[config.mk]
export PLATFORM = sky130hd
export DESIGN_NAME = operand_collector
export DESIGN_NICKNAME = d
export VERILOG_FILES = /design/src/rtl/harmonica_rf_pkg.sv /design/src/rtl/operand_collector_rf_scoreboard.sv /design/src/rtl/operand_collector.sv
export SDC_FILE = /design/constraint.sdc
export NUM_CORES = 1
export LEC_CHECK = 0
export CORE_AREA = 2 2 151 153
export CTS_BUF_LIST = sky130_fd_sc_hd__clkbuf_16
export DETAILED_ROUTE_END_ITERATION = 7
export DIE_AREA = 0 0 153 155
export GPL_TIMING_DRIVEN = 0
export PLACE_DENSITY_LB_ADDON = 0.3
export RECOVER_POWER = 50
export SLEW_MARGIN = 20
export SYNTH_ARGS = -nofsm -noshare
export SYNTH_HDL_FRONTEND = slang
export SYNTH_SLANG_ARGS = --single-unit
[constraint.sdc]
create_clock -name clk -period 3.3 [get_ports clk]
set_input_delay 0.66 -clock clk [delete_from_list [all_inputs] [get_ports clk]]
set_output_delay 0.66 -clock clk [all_outputs]
set_load 0.01 [all_outputs]
[src/rtl/harmonica_rf_pkg.sv]
// Shared constants and types for the register-file issue path.
// Latency: n/a (types only).
// Backpressure: n/a (types only).
package harmonica_rf_pkg;

  localparam int NUM_REGS = 16;
  localparam int ADDR_W   = $clog2(NUM_REGS);
  localparam int DATA_W   = 64;
  localparam int CTRL_W   = 8;

  typedef enum logic [1:0] {
    IDLE  = 2'd0,
    CHECK = 2'd1,
    READ  = 2'd2,
    HOLD  = 2'd3
  } oc_state_t;

  // Decoded instruction as latched by the operand collector.
  typedef struct packed {
    logic [ADDR_W-1:0] rs0;
    logic [ADDR_W-1:0] rs1;
    logic [1:0]        use_mask;  // bit0 = rs0 used, bit1 = rs1 used
    logic [ADDR_W-1:0] rd;
    logic              wr;
    logic [CTRL_W-1:0] ctrl;
  } issue_pkt_t;

  // One-hot register mask, all zero when en is low.
  function automatic logic [NUM_REGS-1:0] addr_onehot(input logic [ADDR_W-1:0] a,
                                                      input logic              en);
    addr_onehot = en ? (NUM_REGS'(1) << a) : '0;
  endfunction

endpackage

[src/rtl/operand_collector_rf_scoreboard.sv]
// Pending-write scoreboard: one bit per register, set on dispatch, cleared on writeback.
// Latency: set/clear registered (visible next cycle); hazard lookup is combinational.
// Backpressure: none; set and clear of the same register in one cycle leaves the bit set.
// Ports: clk, reset_n (async active-low); i_set_vld/i_set_addr; i_clr_vld/i_clr_addr;
//        i_chk_en[2:0] enables lookups of i_chk_rs0/i_chk_rs1/i_chk_rd; o_hazard; o_pending.
module rf_scoreboard
  import harmonica_rf_pkg::*;
(
  input  logic                clk,
  input  logic                reset_n,
  input  logic                i_set_vld,
  input  logic [ADDR_W-1:0]   i_set_addr,
  input  logic                i_clr_vld,
  input  logic [ADDR_W-1:0]   i_clr_addr,
  input  logic [2:0]          i_chk_en,
  input  logic [ADDR_W-1:0]   i_chk_rs0,
  input  logic [ADDR_W-1:0]   i_chk_rs1,
  input  logic [ADDR_W-1:0]   i_chk_rd,
  output logic                o_hazard,
  output logic [NUM_REGS-1:0] o_pending
);

  logic [NUM_REGS-1:0] r_pending;
  logic [NUM_REGS-1:0] w_set_mask;
  logic [NUM_REGS-1:0] w_clr_mask;

  assign w_set_mask = addr_onehot(i_set_addr, i_set_vld);
  assign w_clr_mask = addr_onehot(i_clr_addr, i_clr_vld);

  // Clear is applied before set so a simultaneous set wins.
  always_ff @(posedge clk or negedge reset_n) begin
    if (!reset_n) begin
      r_pending <= '0;
    end else begin
      r_pending <= (r_pending & ~w_clr_mask) | w_set_mask;
    end
  end

  assign o_hazard = (i_chk_en[0] && r_pending[i_chk_rs0]) ||
                    (i_chk_en[1] && r_pending[i_chk_rs1]) ||
                    (i_chk_en[2] && r_pending[i_chk_rd]);

  assign o_pending = r_pending;

endmodule

[src/rtl/operand_collector.sv]
// Operand collector: hazard-checks one instruction, reads register_file, hands operands to execute.
// Latency: issue accept at T -> op_valid at T+3 when hazard-free; one instruction per 4 cycles.
// Backpressure: issue_ready only in IDLE; op_* held stable in HOLD until op_ready.
// Ports: clk, reset_n; issue_* (valid/ready in); rf_read_en/rf_raddr_*/rf_rdata_* (RF read);
//        wb_* (writeback snoop); op_* (valid/ready out); busy_pending (scoreboard debug view).
// Build option: OPERAND_COLLECTOR_WB_BYPASS_EN forwards wb_data into a stalled source operand.
module operand_collector
  import harmonica_rf_pkg::*;
(
  input  logic                clk,
  input  logic                reset_n,
  input  logic                issue_valid,
  output logic                issue_ready,
  input  logic [ADDR_W-1:0]   issue_rs0,
  input  logic [ADDR_W-1:0]   issue_rs1,
  input  logic [1:0]          issue_use,
  input  logic [ADDR_W-1:0]   issue_rd,
  input  logic                issue_wr,
  input  logic [CTRL_W-1:0]   issue_ctrl,
  output logic [1:0]          rf_read_en,
  output logic [ADDR_W-1:0]   rf_raddr_0,
  output logic [ADDR_W-1:0]   rf_raddr_1,
  input  logic [DATA_W-1:0]   rf_rdata_0,
  input  logic [DATA_W-1:0]   rf_rdata_1,
  input  logic                wb_valid,
  input  logic [ADDR_W-1:0]   wb_addr,
  input  logic [DATA_W-1:0]   wb_data,
  output logic                op_valid,
  input  logic                op_ready,
  output logic [DATA_W-1:0]   op_a,
  output logic [DATA_W-1:0]   op_b,
  output logic [ADDR_W-1:0]   op_rd,
  output logic                op_wr,
  output logic [CTRL_W-1:0]   op_ctrl,
  output logic [NUM_REGS-1:0] busy_pending
);

  oc_state_t           r_state;
  oc_state_t           w_next_state;
  issue_pkt_t          r_pkt;
  issue_pkt_t          w_issue_pkt;
  logic [1:0]          r_sat;      // source already forwarded from writeback
  logic [1:0]          w_byp;      // source forwarded this cycle
  logic [1:0]          w_need;     // sources still to be checked and read from the RF
  logic                w_hazard;
  logic [NUM_REGS-1:0] w_pending;
  logic                w_dispatch;

  assign w_issue_pkt = '{rs0: issue_rs0, rs1: issue_rs1, use_mask: issue_use,
                         rd: issue_rd, wr: issue_wr, ctrl: issue_ctrl};

`ifdef OPERAND_COLLECTOR_WB_BYPASS_EN
  // Forward only into a used, still-unsatisfied source that the scoreboard marks pending.
  assign w_byp[0] = (r_state == CHECK) && wb_valid && r_pkt.use_mask[0] && !r_sat[0] &&
                    w_pending[r_pkt.rs0] && (wb_addr == r_pkt.rs0);
  assign w_byp[1] = (r_state == CHECK) && wb_valid && r_pkt.use_mask[1] && !r_sat[1] &&
                    w_pending[r_pkt.rs1] && (wb_addr == r_pkt.rs1);
`else
  logic w_unused_wb_data;
  assign w_unused_wb_data = ^wb_data;
  assign w_byp            = 2'b00;
`endif

  assign w_need     = r_pkt.use_mask & ~r_sat & ~w_byp;
  assign w_dispatch = op_valid && op_ready && op_wr;

  // rd is always checked when written: a WAW hazard waits for the registered clear.
  rf_scoreboard u_scoreboard (
    .clk        (clk),
    .reset_n    (reset_n),
    .i_set_vld  (w_dispatch),
    .i_set_addr (op_rd),
    .i_clr_vld  (wb_valid),
    .i_clr_addr (wb_addr),
    .i_chk_en   ({r_pkt.wr, w_need}),
    .i_chk_rs0  (r_pkt.rs0),
    .i_chk_rs1  (r_pkt.rs1),
    .i_chk_rd   (r_pkt.rd),
    .o_hazard   (w_hazard),
    .o_pending  (w_pending)
  );

  assign busy_pending = w_pending;
  assign rf_raddr_0   = r_pkt.rs0;
  assign rf_raddr_1   = r_pkt.rs1;

  always_ff @(posedge clk or negedge reset_n) begin
    if (!reset_n) begin
      r_state <= IDLE;
    end else begin
      r_state <= w_next_state;
    end
  end

  always_comb begin
    w_next_state = r_state;
    issue_ready  = 1'b0;
    rf_read_en   = 2'b00;
    op_valid     = 1'b0;
    case (r_state)
      IDLE: begin
        issue_ready = 1'b1;
        if (issue_valid) w_next_state = CHECK;
      end
      CHECK: begin
        if (!w_hazard) begin
          rf_read_en   = w_need;
          w_next_state = READ;
        end
      end
      READ: begin
        w_next_state = HOLD;
      end
      HOLD: begin
        op_valid = 1'b1;
        if (op_ready) w_next_state = IDLE;
      end
      default: w_next_state = IDLE;
    endcase
  end

  always_ff @(posedge clk or negedge reset_n) begin
    if (!reset_n) begin
      r_pkt   <= '0;
      r_sat   <= 2'b00;
      op_a    <= '0;
      op_b    <= '0;
      op_rd   <= '0;
      op_wr   <= 1'b0;
      op_ctrl <= '0;
    end else begin
      if (r_state == IDLE && issue_valid) begin
        r_pkt <= w_issue_pkt;
        r_sat <= 2'b00;
      end
      if (r_state == CHECK) r_sat <= r_sat | w_byp;
      if (w_byp[0]) op_a <= wb_data;
      if (w_byp[1]) op_b <= wb_data;
      if (r_state == READ) begin
        // Forwarded sources keep their captured value; unused sources read as zero.
        if (!r_sat[0]) op_a <= r_pkt.use_mask[0] ? rf_rdata_0 : '0;
        if (!r_sat[1]) op_b <= r_pkt.use_mask[1] ? rf_rdata_1 : '0;
        op_rd   <= r_pkt.rd;
        op_wr   <= r_pkt.wr;
        op_ctrl <= r_pkt.ctrl;
      end
    end
  end

endmodule

==> results of run 1 <==
==> what timing repair did <==
item	4_1_cts	5_1_grt
endpoints found under the setup margin	2	74
pin swaps	1	1
gates resized for setup	6	2
buffers inserted	1	0
==> routing by layer <==
layer / wire length, um / share of wire / global-route usage / up-vias
li1: - / - / - / 3128
met1: 9810 / 0.44 / 0.245 / 3030
met2: 10600 / 0.47 / 0.298 / 206
met3: 1410 / 0.063 / 0.0538 / 35
met4: 537 / 0.024 / 0.0701 / 0
met5: 0 / 0 / 0 / -
==> registers in the layout (all words and copies together), names as in the netlist, 4 cells and up <==
| name | count |
|---|---|
| op_a | 64 |
| rf_raddr_1 | 4 |
| r_pkt | 15 |
| op_b | 64 |
| rf_raddr_0 | 4 |
| op_ctrl | 8 |
| u_scoreboard.o_pending | 16 |
| op_rd | 4 |
==> worst max-delay path by stage <==
stage,start,end,slack [ns],depth (start not counted)
4_1_cts,r_pkt[10],rf_read_en[0],0.01,7
5_1_grt,r_pkt[10],rf_read_en[1],0.03,7
6_report,r_pkt[10],rf_read_en[1],0.19,7
2_1_floorplan,rf_raddr_1[2],rf_read_en[0],0.90,5
3_3_place_gp,reset_n,r_pkt[4],-6.27,1
3_5_place_dp,r_state[0],op_b[34],0.08,9
==> power groups by stage <==
stage | clock, uW | combinational [uW] | sequential (uW)
after floorplan | 0 | 1970 | 4440
final | 1980 | 5140 | 4100
after global routing | 2130 | 5650 | 4260
after global placement | 0 | 5280 | 4130
after CTS | 2040 | 5390 | 4130
after detailed placement | 0 | 5350 | 4150
==> layout by cell type (no fill, tap or decap), types with 5 or more instances in the layout <==
cell type,n
nand2b_1,6
dlygate4sd3_1,68
buf_4,10
nand2_1,136
mux2_2,36
clkbuf_1,26
dfrtp_1,181
inv_1,134
clkbuf_16,17
o21ai_0,157
buf_1,5
mux2i_1,8
clkdlybuf4s50_1,257
==> logic make-up (layout without fill, tap and decap cells) <==
logic type                 count (synthesis)  after routing
DFF                                      182            182
buffers and inverters                    176            539
AOI/OAI and AO/OA                        171            171
and+or+nand+nor                          168            168
muxes                                     55             55
adders and majority gates                  4              4
==> stage by stage <==
stage / instances / hold slack [ns] / setup slack, ns / utilization / total power [uW]
6_report: 1404 / 0.504 / 0.192 / 0.537 / 11200
5_1_grt: 1404 / 0.517 / 0.0301 / 0.537 / 12000
4_1_cts: 1404 / 0.116 / 0.0137 / 0.538 / 11600
3_5_place_dp: 1371 / 0.490 / 0.0765 / 0.512 / 9500
3_3_place_gp: 1369 / 0.481 / -6.27 / 0.509 / 9410
2_1_floorplan: 756 / 0.364 / 0.904 / - / 6420
==> critical path, cell delays in order (launching register included) <==
cell and delay (ns):
dfrtp_1 0.34, buf_6 0.13, mux4_1 0.58, a22oi_2 0.19, o211ai_2 0.13, nor4_4 0.18
and3_2 0.21, clkdlybuf4s15_1 0.25
==> layout make-up <==
class | count | area [um2]
Inverter | 134 | 503
Multi-Input combinational cell | 398 | 2420
Fill cell | 2023 | 10300
Clock inverter | 15 | 138
Clock buffer | 17 | 425
Tap cell | 285 | 357
Buffer | 42 | 200
Sequential cell | 182 | 4560
Timing Repair Buffer | 331 | 3350
==> results.ini, run 1 <==
[synth]
synth_xor_area_frac = 0
ys.warnings.count = 0
synth_area_um2 = 7680
synth_top_area_frac = 0.593
synth_common_cells = 182 x dfrtp_1, 157 x o21ai_0, 136 x nand2_1, 134 x inv_1, 36 x mux2_2
synth_edf_count = 0
synth.area.top_cells = dfrtp_1 59%, o21ai_0 10%, nand2_1 6.7%, inv_1 6.6%, mux2_2 5.3%
synth_mux_area_frac = 0.0936
synth_most_common_cell = dfrtp_1
async_flop_share = 1.00
synth_flop_cell = dfrtp_1
yosys.area_share.simple = 0.0942
syn-mean-instance-area_um2 = 10.2
syn_inst = 756
yosysSeqAreaShare = 0.593
synth-adder-area-share = 0.00652
yosysTopAreaCell = dfrtp_1
syn-num-nets = 984
synth-compound-area-share = 0.121
synth_top_family_by_area = compound AO/OA/AOI/OAI gates
synth_cell_type_count = 39
ys_seq_elements = 182

[clocking]
clk_pin_slew_ns = 0.07
htreeDepth = 4
cts_tree = done
clock-sinks = 182
numCtsBuffers = 17
clk_latency_ns = 0.43
cts_buffer_depth = 2
clockRootBuffer = clkbuf_16
cts_hold_buf = 0

[worst_setup_path]
r2r-start = r_state[0]
reg2reg_to = op_b[34]
worstSetupStartpointType = register
regToRegSetupSlack_ns = 0.49
worstSetupEndpointType = output pin
worstPathRequired_ns = 2.64
crit_type = register to output pin
reg2regPathDepth = 9
arrival_ns = 2.45
cp_max_fo = 6

[global_routing]
grt.overflow.total = 0
grt_max_degree = 74
grt_antenna_before_repair = 1
grt.total_usage = 0.188
grt_pass1_wl_mm = 35.0
grt_pass1_vias = 6288

[floorplanning]
rows = 55
fp.dieH_um = 155
initial_utilization = 0.345
coreArea_um2 = 22200
die_w_um = 153
dieArea_um2 = 23700
pin_count = 393

[sta]
fmax_ghz = 0.322
tightest_slew_ns = 2.54
period_share = 0.942
finalHoldViolations = 0
fin_worst_skew_ns = 0.0134
finalSetupViolCount = 0
fin_crit_ns = 3.11
slew_viol_final = 47
fin_setup_tns_ns = 0
grt_setup_unrepaired = no
relSlewSlack = -0.696

[outcome]
violations = max-capacitance violations, max-slew violations
status = finished with violations

[layout]
fin_nets = 1334
antennaDiodeCount = 0
layout-drive-gt1-share = 0.0876
post-route-cell-area_um2 = 11900
syn2layout_area_growth_pct = 55.6

[placement]
dpl.hpwl_mm = 16.9
port_buffers = 328
gp_congestion = 0.838
placed_area_um2 = 11400

[min_path]
hold_path_end = r_pkt[5]
hold_depth = 1
hp-start = r_pkt[5]
hold_class = register to register

[pwr]
power.share.switching = 0.368
pwr-share-clk = 0.176
power.share.sequential = 0.366
switching_power_uw = 4130
leakage_uw = 0.00524
combPwrFrac = 0.458
peakVddDrop_v = 0.000442
power_density_nw_per_um2 = 939
power.internal_uw = 7090

[detailed_routing]
ant_nets = 0
drc_errors = 0
dr.pass1.iters = 4
drt_wl_total_mm = 22.4
avgViaCountPerCell = 4.56
drtIter0Drc = 278
routed-via-count = 6399
wl_per_cell_um = 15.9

[job]
maxCapViolCount = 1

Power figures use the tool's default switching activity.
==> inputs of run 2 (changes only) <==
--- a/config.mk
+++ b/config.mk
@@ -5,13 +5,13 @@
 export SDC_FILE = /design/constraint.sdc
 export NUM_CORES = 1
 export LEC_CHECK = 0
+export CAP_MARGIN = 40
 export CORE_AREA = 2 2 151 153
 export CTS_BUF_LIST = sky130_fd_sc_hd__clkbuf_16
 export DETAILED_ROUTE_END_ITERATION = 7
 export DIE_AREA = 0 0 153 155
 export GPL_TIMING_DRIVEN = 0
 export PLACE_DENSITY_LB_ADDON = 0.3
-export RECOVER_POWER = 50
 export SLEW_MARGIN = 20
 export SYNTH_ARGS = -nofsm -noshare
 export SYNTH_HDL_FRONTEND = slang
==> results.ini, run 2 (synthesis gave the netlist of run 1 again) <==
[outcome]
status = completed

[detailed_routing]
avgViaCountPerCell = 4.55  ; -0.17%
ant_nets = 0  ; unchanged
wl_per_cell_um = 15.9  ; about the same
drc_errors = 0  ; unchanged
drt_wl_total_mm = 22.4  ; about the same
dr.pass1.iters = 4  ; unchanged
drtIter0Drc = 295  ; +6.1%
routed-via-count = 6388  ; -0.17%

[layout]
fin_nets = 1334  ; unchanged
final_common_cell = clkdlybuf4s50_1
utilization = 0.538  ; about the same
stdcell_count = 1404  ; unchanged
layout-drive-gt1-share = 0.0885  ; +0.000894
antennaDiodeCount = 0  ; unchanged
final_cell_mix = 325 x clkdlybuf4s50_1, 181 x dfrtp_1, 157 x o21ai_0, 136 x nand2_1, 134 x inv_1
syn2layout_area_growth_pct = 55.7  ; about the same
n_fill_cell = 2022  ; -0.049%

[worst_setup_path]
worstSetupEndpointType = output pin
arrival_ns = 2.45  ; about the same
worstSetupStartpointType = register
worstPathRequired_ns = 2.64  ; about the same
cp_max_fo = 6  ; unchanged
crit_type = register to output pin

[sta]
tightest_slew_ns = 0.681  ; -1.86 ns
holdWs_ns = 0.115  ; -0.389 ns
slew_viol_final = 0  ; -100%
relSlewSlack = 0.546  ; +1.24
finalHoldViolations = 0  ; unchanged
finalSetupViolCount = 0  ; unchanged
period_share = 0.942  ; about the same
fmax_ghz = 0.322  ; about the same
grt_setup_unrepaired = no
fin_crit_ns = 3.11  ; -0.00141 ns
fin_worst_skew_ns = 0.0135  ; +0.0000623 ns

[clocking]
numCtsBuffers = 17  ; unchanged
clk_latency_ns = 0.44  ; about the same
clk_pin_slew_ns = 0.08  ; about the same
cts_tree = done
clockRootBuffer = clkbuf_16
clock-sinks = 182  ; unchanged
htreeDepth = 4  ; unchanged
cts_hold_buf = 0  ; unchanged
cts_buffer_depth = 2  ; unchanged

[floorplanning]
coreArea_um2 = 22200  ; unchanged
fp.dieH_um = 155  ; unchanged
pin_count = 393  ; unchanged
die_w_um = 153  ; unchanged
dieArea_um2 = 23700  ; unchanged
initial_utilization = 0.345  ; unchanged
rows = 55  ; unchanged

[pwr]
leakage_uw = 0.00509  ; -2.8%
power_density_nw_per_um2 = 953  ; +1.4%
peakVddDrop_v = 0.000441  ; -0.15%

[placement]
port_buffers = 328  ; unchanged
dpl.hpwl_mm = 16.9  ; unchanged
placed_cells = 1371  ; unchanged
gp_congestion = 0.838  ; unchanged

[global_routing]
grt_max_degree = 74  ; unchanged
met1_usage = 0.245  ; unchanged
grt_pass1_wl_mm = 35.0  ; unchanged
grt_antenna_before_repair = 1  ; unchanged
grt_pass1_vias = 6288  ; unchanged
met2_usage = 0.298  ; unchanged
grt.total_usage = 0.188  ; unchanged
grt.overflow.total = 0  ; unchanged
top_usage_layer = met2
grtUsageMet3 = 0.0538  ; unchanged

[job]
maxCapViolCount = 0  ; -1

[min_path]
hold_class = input pin to asynchronous set/reset pin

run 2: changes by cell type in the layout (fill, tap and decap cells not counted), sizes merged:
cell           previous run  this run
buf                      18        19
clkdlybuf4s25             1         0
clkdlybuf4s50           257       325
dlygate4sd3              68         0
run 2: area by class of cell:
cell class | instances | area (um2) | share of cell area
timing repair buffer | 331 | 3350 | 0.280
sequential | 182 | 4560 | 0.381
inverter | 134 | 503 | 0.0421
buffer | 42 | 200 | 0.0168
clock inverter | 15 | 138 | 0.0115
multi-input combinational | 398 | 2420 | 0.203
tap | 285 | 357 | 0.0298
clock buffer | 17 | 425 | 0.0356
run 2: metal layers:
layer,wire (um),share of wire
met2,10600,0.47
met1,9810,0.44
met4,537,0.024
met3,1410,0.063
met5,0,0
run 2: per-stage QoR:
stage	total power, uW	TNS [ns]	worst slack [ns]	cell area [um2]
final	11400	0	0.193	12000
after global routing	12200	0	0.0301	12000
after CTS	11600	0	0.0137	12000
after detailed placement	9500	0	0.0765	11400
after global placement	9410	-1138.98	-6.27	11300
after floorplan	6420	0	0.904	7680
run 2: worst paths after layout:
| check | from | cells after the start | to | slack [ns] |
|---|---|---|---|---|
| hold reg to reg | r_pkt[5] | 1 | r_pkt[5] | 0.50 |
| max in group asynchronous | reset_n | 2 | rf_raddr_0[2] | 2.45 |
| setup / recovery | r_pkt[10] | 7 | rf_read_en[1] | 0.19 |
| min in group clk | r_pkt[5] | 1 | r_pkt[5] | 0.50 |
| setup reg to reg | r_state[0] | 9 | op_b[34] | 0.50 |
| hold / removal | reset_n | 1 | op_a[4] | 0.12 |
run 2: power breakdown:
group / switching, uW / total (uW) / internal [uW]
clock: 981 / 1980 / 998
sequential: 786 / 4120 / 3330
combinational: 2380 / 5280 / 2900
total: 4150 / 11400 / 7240
run 2: what timing repair did:
item | in CTS | in global routing
pin swaps | 1 | 1
resized for setup | 6 | 2
setup endpoints to repair | 2 | 74
setup buffers | 1 | 0
run 2: critical path, cell delays in order, from the launching register on:
cell,delay (ns)
dfrtp_1,0.34
buf_6,0.13
mux4_1,0.58
a22oi_2,0.19
o211ai_2,0.13
nor4_4,0.18
and3_2,0.21
clkdlybuf4s15_1,0.25
==> inputs of run 3 (changes only) <==
--- a/config.mk
+++ b/config.mk
@@ -6,13 +6,14 @@
 export NUM_CORES = 1
 export LEC_CHECK = 0
 export CAP_MARGIN = 40
-export CORE_AREA = 2 2 151 153
+export CORE_AREA = 2 2 154 156
 export CTS_BUF_LIST = sky130_fd_sc_hd__clkbuf_16
 export DETAILED_ROUTE_END_ITERATION = 7
-export DIE_AREA = 0 0 153 155
+export DIE_AREA = 0 0 156 158
 export GPL_TIMING_DRIVEN = 0
 export PLACE_DENSITY_LB_ADDON = 0.3
 export SLEW_MARGIN = 20
 export SYNTH_ARGS = -nofsm -noshare
 export SYNTH_HDL_FRONTEND = slang
+export SYNTH_HIERARCHICAL = 1
 export SYNTH_SLANG_ARGS = --single-unit
==> results.ini, run 3 <==
[clocking]
clock-sinks = 182  ; unchanged
cts_buffer_depth = 2  ; unchanged
cts_tree = done
clk_pin_slew_ns = 0.08  ; about the same
clk_latency_ns = 0.43  ; about the same
htreeDepth = 4  ; unchanged
cts_setup_buffers = 0  ; -1
clockRootBuffer = clkbuf_16
cts_hold_buf = 0  ; unchanged
numCtsBuffers = 17  ; unchanged

[pwr]
switching_power_uw = 4600  ; +11%
combPwrFrac = 0.498  ; +0.034
leakage_uw = 0.00521  ; +2.3%
pwr-share-clk = 0.162  ; -0.012
power.share.sequential = 0.340  ; -0.022
peakVddDrop_v = 0.000442  ; +0.13%
power_density_nw_per_um2 = 993  ; +4.2%
power.share.switching = 0.378  ; +0.0133
power.internal_uw = 7570  ; +4.7%

[layout]
layout-drive-gt1-share = 0.111  ; +0.0223
final_cell_mix = 325 x clkdlybuf4s50_1, 182 x dfrtp_1, 134 x inv_1, 131 x nand3_1, 130 x o21ai_0
syn2layout_area_growth_pct = 53.0
final_common_cell = clkdlybuf4s50_1
fin_nets = 1343  ; +0.67%
utilization = 0.532  ; -0.00582

[synth]
yosysSeqAreaShare = 0.568  ; -0.0251
ys.warnings.count = 6  ; +6
syn_inst = 767  ; +1.5%
ys_seq_elements = 182  ; unchanged
synth_edf_count = 0  ; unchanged
syn-num-nets = 995  ; +1.1%
synth_flop_cell = dfrtp_1
synth_area_um2 = 8020  ; +4.4%
synth.area.top_cells = dfrtp_1 57%, nand3_1 8.2%, o21ai_0 8.2%, inv_1 6.3%, mux2_2 3.4%
synth_top_area_frac = 0.568  ; -0.0251
syn-mean-instance-area_um2 = 10.5  ; +2.9%
yosysTopAreaCell = dfrtp_1
synth_common_cells = 182 x dfrtp_1, 134 x inv_1, 131 x nand3_1, 131 x o21ai_0, 30 x o21ai_1
synth_cell_type_count = 41  ; +5.1%
async_flop_share = 1.00  ; unchanged
synth_most_common_cell = dfrtp_1

[global_routing]
grt.overflow.total = 0  ; unchanged
grt.total_usage = 0.196  ; +0.00872
grt_max_degree = 93  ; +26%
grt_antenna_before_repair = 0  ; -1
grt_pass1_wl_mm = 37.6  ; +7.4%
grt_pass1_vias = 6855  ; +9.0%

[floorplanning]
coreArea_um2 = 23100  ; +3.7%
dieArea_um2 = 24600  ; +3.9%
initial_utilization = 0.348  ; +0.00236
fp.dieH_um = 158  ; +1.9%
die_w_um = 156  ; +2.0%
pin_count = 393  ; unchanged
rows = 56  ; +1.8%

[detailed_routing]
drt_wl_total_mm = 24.4  ; +9.2%
dr.pass1.iters = 4  ; unchanged
ant_nets = 0  ; unchanged
wl_per_cell_um = 17.2  ; +8.0%
avgViaCountPerCell = 4.80  ; +5.4%
routed-via-count = 6806  ; +6.5%
drc_errors = 0  ; unchanged
drtIter0Drc = 360  ; +22%

[placement]
gp_congestion = 0.863  ; +2.9%
port_buffers = 328  ; unchanged
dpl.hpwl_mm = 17.7  ; +4.9%

[sta]
grt_setup_unrepaired = no
fin_crit_ns = 3.11  ; -0.00182 ns
finalSetupViolCount = 0  ; unchanged
period_share = 0.941  ; about the same
holdWs_ns = 0.218  ; +0.103 ns
fmax_ghz = 0.322  ; about the same
tightest_slew_ns = 0.733  ; +0.0513 ns
fin_worst_skew_ns = 0.0114  ; -0.00207 ns
finalHoldViolations = 0  ; unchanged
slew_viol_final = 0  ; unchanged
relSlewSlack = 0.512  ; -0.0342

[outcome]
status = completed

[worst_setup_path]
arrival_ns = 2.45  ; about the same
cp_max_fo = 9  ; +3
critPathMaxStageDelay_ns = 0.49  ; -0.09 ns
slowest_stage = mux4_2
worstPathRequired_ns = 2.64  ; about the same
crit_type = register to output pin
worstSetupStartpointType = register
cp_cell_sequence = buf_6, mux4_2, nor2_1, nor3_1, a21oi_2, nand4_1, and3b_1, dlygate4sd2_1
worstSetupEndpointType = output pin

[min_path]
hold_class = input pin to asynchronous set/reset pin

[job]
maxCapViolCount = 0  ; unchanged

-- run 3: repair_timing --
action | in CTS | in global routing
hold endpoints to repair | 0 | 0
gates resized for setup | 3 | 1
endpoints found under the setup margin | 2 | 2
-- run 3: path summary, 6_finish.rpt --
check                                    from             to  slack, ns  cells after the start
worst min register to register       r_pkt[3]     op_ctrl[3]       0.50                      1
max in group asynchronous             reset_n       op_b[42]       2.17                      2
worst min-delay path                  reset_n       r_pkt[5]       0.22                      1
min in group clk                     r_pkt[3]     op_ctrl[3]       0.50                      1
worst max-delay path            rf_raddr_0[1]  rf_read_en[1]       0.19                      8
worst max register to register  rf_raddr_0[1]     r_state[1]       1.12                      9
-- run 3: cell families (layout without fill, tap and decap cells) --
logic type / count (synthesis) / count (layout) / share of synthesized area
other: 0 / 1 / 0
DFF: 182 / 182 / 0.568
AOI/OAI and AO/OA: 172 / 172 / 0.112
adders and majority gates: 4 / 4 / 0.00624
and+or+nand+nor: 165 / 165 / 0.110
buffers and inverters: 191 / 552 / 0.114
muxes: 53 / 53 / 0.0896
-- run 3: metrics by stage --
| step | power (uW) | TNS (ns) | instances | worst slack (ns) | cell area (um2) |
|---|---|---|---|---|---|
| after global placement | 10200 | -1144.09 | 1385 | -6.31 | 11700 |
| after CTS | 12300 | 0 | 1418 | 0.197 | 12300 |
| final | 12200 | 0 | 1419 | 0.195 | 12300 |
| after detailed placement | 10300 | 0 | 1386 | 0.360 | 11700 |
| after floorplan | 7040 | 0 | 767 | 1.04 | 8020 |
| after global routing | 13000 | 0 | 1418 | 0.0194 | 12300 |
-- run 3: power groups by stage --
stage | sequential, uW | clock [uW] | combinational (uW)
final | 4130 | 1970 | 6070
after global routing | 4290 | 2130 | 6620
after CTS | 4140 | 2030 | 6140
after detailed placement | 4170 | 0 | 6130
after global placement | 4140 | 0 | 6060
after floorplan | 4450 | 0 | 2590
-- run 3: layout make-up --
class	instances	area [um2]
clock buffer	17	425
antenna	1	2.50
multi-input combinational	394	2550
timing repair buffer	329	3310
clock inverter	15	134
inverter	134	503
fill	2061	10800
buffer	57	410
sequential	182	4550
tap	290	363
-- run 3: worst max-delay path, delay by kind of cell, from the launching register on --
kind / cells / cell delay [ns]
buffers and inverters: 2 / 0.45
muxes: 1 / 0.49
and+or+nand+nor: 4 / 0.58
AOI/OAI and AO/OA: 1 / 0.12
DFF: 1 / 0.38
-- run 3: layer usage --
layer	GRT usage	wire [um]	share of wire	up-vias
met5	0	0	0	-
met4	0.0633	414	0.017	0
met3	0.0545	1790	0.073	29
met2	0.321	11700	0.48	242
met1	0.253	10500	0.43	3277
li1	-	-	-	3258
